$ cat src/rtl/spi_pkg.sv
// Shared definitions for the SPI master: FSM encoding, settings-word layout and reset values.
package spi_pkg;

    typedef enum logic [1:0] {
        IDLE  = 2'd0,
        SHIFT = 2'd1,
        DONE  = 2'd2
    } spi_state_e;

    localparam int unsigned DIN_W    = 11;
    localparam int unsigned DIV_W    = 8;
    localparam int unsigned DIV_LSB  = 0;
    localparam int unsigned CPHA_BIT = 8;
    localparam int unsigned CPOL_BIT = 9;
    localparam int unsigned CSEN_BIT = 10;

    localparam logic [DIV_W-1:0] DIV_RESET = 8'd3;

    typedef struct packed {
        logic             cs_en;
        logic             cpol;
        logic             cpha;
        logic [DIV_W-1:0] div;
    } spi_cfg_t;

    localparam spi_cfg_t CFG_RESET = '{cs_en: 1'b0, cpol: 1'b0, cpha: 1'b0, div: DIV_RESET};

    function automatic spi_cfg_t decode_cfg(input logic [DIN_W-1:0] d);
        spi_cfg_t c;
        c.div   = d[DIV_LSB +: DIV_W];
        c.cpha  = d[CPHA_BIT];
        c.cpol  = d[CPOL_BIT];
        c.cs_en = d[CSEN_BIT];
        return c;
    endfunction

endpackage

$ cat src/rtl/spi_clkgen.sv
// SPI half-period timer: emits one leading or trailing edge pulse every div+1 clk cycles
// while enabled, and flags the 16th (final) edge of a byte.
module spi_clkgen
    import spi_pkg::*;
(
    input  logic             clk,
    input  logic             rst,
    input  logic             en,
    input  logic [DIV_W-1:0] div,
    output logic             lead,
    output logic             trail,
    output logic             last
);

    logic [DIV_W-1:0] cnt_q;
    logic [3:0]       edge_q;
    logic             tick;

    assign tick  = en && (cnt_q == div);
    // Even edge indices are leading edges, odd ones trailing.
    assign lead  = tick && !edge_q[0];
    assign trail = tick && edge_q[0];
    assign last  = tick && (edge_q == 4'd15);

    always_ff @(posedge clk) begin
        if (rst || !en) begin
            cnt_q  <= '0;
            edge_q <= '0;
        end else if (tick) begin
            cnt_q  <= '0;
            edge_q <= edge_q + 4'd1;
        end else begin
            cnt_q  <= cnt_q + 1'b1;
        end
    end

endmodule

$ cat src/rtl/spi_core.sv
// Single-byte SPI master with a level-handshake bus port (cmd/wr/rd + ack), programmable
// sclk divider, CPOL/CPHA and chip-select enable.
module spi_core
    import spi_pkg::*;
(
    input  logic             clk,
    input  logic             rst,
    input  logic [DIN_W-1:0] din,
    input  logic             cmd,
    input  logic             wr,
    input  logic             rd,
    output logic [8:0]       dout,
    output logic             ack,
    output logic             sclk,
    output logic             mosi,
    input  logic             miso,
    output logic             cs_n
);

    spi_state_e state_q;
    spi_cfg_t   cfg_q;
    logic       req_q;
    logic       pend_q;
    logic       ack_q;
    logic [8:0] dout_q;
    logic       rx_valid_q;
    logic [7:0] rx_byte_q;
    logic [7:0] tx_q;
    logic [7:0] rx_q;
    logic       sclk_q;
    logic       mosi_q;

    logic req;
    logic acc;
    logic lead;
    logic trail;
    logic last;
    logic sample;
    logic shift_out;

    assign req = cmd | wr | rd;
    // A new or still-pending request is taken in IDLE; reads are taken in any state.
    assign acc = req && (!req_q || pend_q) && ((state_q == IDLE) || rd);

    assign sample    = cfg_q.cpha ? trail : lead;
    assign shift_out = cfg_q.cpha ? lead : trail;

    spi_clkgen u_clkgen (
        .clk   (clk),
        .rst   (rst),
        .en    (state_q == SHIFT),
        .div   (cfg_q.div),
        .lead  (lead),
        .trail (trail),
        .last  (last)
    );

    always_ff @(posedge clk) begin
        if (rst) begin
            state_q    <= IDLE;
            cfg_q      <= CFG_RESET;
            req_q      <= 1'b0;
            pend_q     <= 1'b0;
            ack_q      <= 1'b0;
            dout_q     <= '0;
            rx_valid_q <= 1'b0;
            rx_byte_q  <= '0;
            tx_q       <= '0;
            rx_q       <= '0;
            sclk_q     <= 1'b0;
            mosi_q     <= 1'b0;
        end else begin
            req_q  <= req;
            pend_q <= req && !acc && (pend_q || !req_q);

            if (acc) begin
                ack_q <= 1'b1;
            end else if (!req) begin
                ack_q <= 1'b0;
            end

            if (acc && rd) begin
                dout_q     <= {rx_valid_q, rx_byte_q};
                rx_valid_q <= 1'b0;
            end

            unique case (state_q)
                IDLE: begin
                    if (acc && cmd) begin
                        cfg_q  <= decode_cfg(din);
                        sclk_q <= din[CPOL_BIT];
                    end else if (acc && wr) begin
                        tx_q    <= din[7:0];
                        rx_q    <= '0;
                        state_q <= SHIFT;
                        if (!cfg_q.cpha) begin
                            mosi_q <= din[7];
                        end
                    end
                end
                SHIFT: begin
                    if (lead || trail) begin
                        sclk_q <= ~sclk_q;
                    end
                    if (sample) begin
                        rx_q <= {rx_q[6:0], miso};
                    end
                    // CPHA=1 presents each bit on its leading edge; CPHA=0 advances to the
                    // next bit on the trailing edge, with nothing left to present after the last.
                    if (shift_out) begin
                        if (cfg_q.cpha) begin
                            mosi_q <= tx_q[7];
                            tx_q   <= {tx_q[6:0], 1'b0};
                        end else if (!last) begin
                            mosi_q <= tx_q[6];
                            tx_q   <= {tx_q[6:0], 1'b0};
                        end
                    end
                    if (last) begin
                        state_q <= DONE;
                    end
                end
                DONE: begin
                    rx_byte_q  <= rx_q;
                    rx_valid_q <= 1'b1;
                    sclk_q     <= cfg_q.cpol;
                    state_q    <= IDLE;
                end
                default: state_q <= IDLE;
            endcase
        end
    end

    assign dout = dout_q;
    assign ack  = ack_q;
    assign sclk = sclk_q;
    assign mosi = mosi_q;
    assign cs_n = ~cfg_q.cs_en;

endmodule

$ cat config.mk
export PLATFORM = sky130hd
export DESIGN_NAME = spi_core
export DESIGN_NICKNAME = d
export VERILOG_FILES = /design/src/rtl/spi_pkg.sv /design/src/rtl/spi_clkgen.sv /design/src/rtl/spi_core.sv
export SDC_FILE = /design/constraint.sdc
export NUM_CORES = 1
export LEC_CHECK = 0
export BUFFER_PORTS_ARGS = -buffer_cell sky130_fd_sc_hd__buf_2
export CAP_MARGIN = 20
export CORE_MARGIN = 2
export CORE_UTILIZATION = 38
export DETAILED_ROUTE_END_ITERATION = 8
export PLACE_DENSITY = 0.57
export SLEW_MARGIN = 10
export SYNTH_ARGS = -nofsm -noshare
export SYNTH_HDL_FRONTEND = slang
export SYNTH_SLANG_ARGS = --single-unit
$ cat constraint.sdc
create_clock -name clk -period 2.43 [get_ports clk]
set_clock_uncertainty 0.15 [all_clocks]
set_input_delay 0.486 -clock clk [delete_from_list [all_inputs] [get_ports clk]]
set_output_delay 0.486 -clock clk [all_outputs]
set_load 0.02 [all_outputs]
==> impl_results.md <==
* Status: completed
* Synth-to-Final Area Change at 15.10%
* Antenna violations before repair at 0
* Worst r2r path cells at 6
* Maxcap violations at 0
* Setup TNS at 0 ns
* FFs w/ async S/R, synth at 0%
* Die Height at 94.06 um
* Max FO, Critical Path at 13
* Vias in the first global route at 2453
* Synth Warn # at 0
* Vias per inst at 5.397
* CTS tree: done
* DRT Wirelength at 7034 um
* Leak pwr at 1.330 nW
* Worst R2R Setup Slack at 0.17 ns
* Crit end category: flip-flop
* Vias after detailed routing at 2569
* Register Area at 1281 um2
* Antenna Nets Post-Route at 0
* Row count at 32
* Finish-stage setup viols at 0
* Critical Path Start: state_q[0]
* ANT cells at 0
* Mapped Cells at 338
* Final Wtd Congestion at 0.8777
* Die Span X at 94.06 um
* Htree depth at 3
* CTS buffer count at 9
* Post-synthesis sequential area ratio at 41.58%
* Total grt overflow at 0
* Setup crit start kind: flip-flop
* Worst setup path endpoint: tx_q[1]
* Largest net degree at the start of global routing at 21
* Crit Path Class: reg2reg
* Worst path required time at 2.53 ns
* Hold crit path type: in2reg
* Initial DRC Count at 107
* Mapped Nets at 362
* Tmin final at 2.259 ns
* Total Nets Final at 394
* # IOs at 30
* Sink Count at 64
* Post-CTS Hold Fix Bufs at 0
* Ys flop type: dfxtp_1
* CTS max path bufs at 2
* Clock Tree Root: clkbuf_8
* Min-delay src: din[10]
* Dpl hpwl at 5030 um
* VDD IR max at 363.7 uV
* Most common cell after layout, fill and taps aside: dfxtp_1
* RSZ-0062 raised after global routing: no
* Netlist cell types at 53
* Port buffer count at 29
* Layout cell share with drive strength beyond 1 at 22.19%
* Clk Latency, worst-skew pair at 0.34 ns
* Die Area at 8846 um2
* Core area at 7807 um2
* WL/cell at 14.78 um
* Max-slew violation total from the final report at 0
* Mean Syn Cell Area at 9.117 um2
* Initial Util at 39.47%
* Post-CTS setup buffer count at 0
* Layout fillers at 775
* Final Total Pwr at 0.002424 W
* F_max at 442.6 MHz
* DRC at 0
* Cell Pwr Density at 683.4 nW/um2
* Multi-input logic area at 1675 um2
* Worst EP arrival at 2.36 ns
* Critical R2R Capture: tx_q[1]
* Post-cts sizing count at 0
* Leading cell types in the layout, fill and taps excluded: dfxtp_1, nand2_1, buf_2, nor2_1, a21oi_1
* Final hold vios at 0
* Initial DRT Pass Iterations at 4
* #FFs+latches synth at 64
* Netlist Area Pre-Place at 3082 um2
* Worst-Margin Slew at 0.5949 ns
* Global Route Usage Sum at 17.39%
* Final cycle utilization of the critical path at 92.98%
* Worst-path clk slew at 0.07 ns
* Critical R2R Launch: state_q[0]
* EDFF count, synth at 0
* Global-route wire length before repair at 12020 um
* Slew HR at 60.19%
==> power breakdown <==
part / switching (W) / internal, W
Combinational: 0.000179 / 0.0000961
Sequential: 0.0000245 / 0.00109
Clock: 0.000412 / 0.000627
==> cell families after synthesis <==
| logic type | count (synthesis) | share of synthesized area, % |
|---|---|---|
| simple gates | 137 | 22.37 |
| compound gates | 72 | 17.99 |
| flops | 64 | 41.58 |
| buf+inv | 24 | 4.141 |
| xor+xnor | 17 | 5.563 |
| mux | 17 | 5.522 |
| fa+ha+maj | 7 | 2.842 |
==> sequential cells by signal, summed over array words and instances (netlist names), 2 cells and up <==
signal,count
state_q,2
u_clkgen.edge_q,4
u_clkgen.cnt_q,8
tx_q,8
cfg_q,11
rx_q,8
rx_byte_q,8
dout,9
==> how the worst min path moves through the flow <==
| stage | cells after the start | end | slack (ns) |
|---|---|---|---|
| after global placement | 2 | dout[5] | 0.29 |
| after detailed placement | 2 | dout[4] | 0.29 |
| final | 3 | cfg_q[10] | 0.24 |
| after global routing | 3 | cfg_q[8] | 0.25 |
| after floorplan | 2 | cfg_q[10] | 0.29 |
| after CTS | 3 | cfg_q[10] | 0.23 |
==> cells in the mapped netlist (3+ instances only) <==
cell type	n	area, um2
nand4_1	3	18.77
xor2_1	6	52.55
o2111ai_1	8	70.07
xnor2_1	8	70.07
xnor2_2	3	48.80
a21oi_1	23	115.1
dfxtp_1	64	1281
and3_1	8	50.05
nand2b_1	3	18.77
mux2i_1	17	170.2
nor4_1	3	18.77
nand3_1	19	95.09
o211ai_2	8	100.1
nand2_1	52	195.2
inv_1	6	22.52
nor2b_1	3	18.77
a211oi_1	14	105.1
clkbuf_1	11	41.29
nor2_1	24	90.09
or3_2	7	52.55
ha_1	7	87.58
==> layout make-up <==
type	instances	share of cell area, %
multi-input combinational	250	47.23
sequential	64	36.12
clock inverter	3	1.834
inverter	6	0.6349
timing repair buffer	39	6.208
tap	102	3.598
clock buffer	12	4.374
==> worst max-delay path, stage by stage, from the launching register on <==
cell and delay (ns):
dfxtp_1 0.34, inv_1 0.11, ha_1 0.40, a21boi_1 0.40, nor2_1 0.23, a21o_1 0.30
a211oi_1 0.24
==> through the flow <==
stage,setup WS (ns),hold slack [ns],cell area [um2],utilization [%],instances
after CTS,0.1391,0.2295,3545,45.40,476
after floorplan,0.5384,0.2863,3082,-,338
final,0.1706,0.2355,3547,45.43,476
after global routing,0.007871,0.2544,3547,45.43,476
after global placement,0.2650,0.2933,3324,42.58,461
after detailed placement,0.1651,0.2941,3324,42.58,461
==> metal layers <==
| metal | wire, um | GRT usage [%] | up-vias |
|---|---|---|---|
| met4 | 196 | 8.937 | 0 |
| met2 | 3128 | 25.65 | 58 |
| met3 | 271 | 3.210 | 17 |
| met1 | 3438 | 24.12 | 1224 |
| met5 | 0 | 0 | - |
| li1 | - | - | 1270 |
No activity file was read; power rests on OpenSTA's default activity.
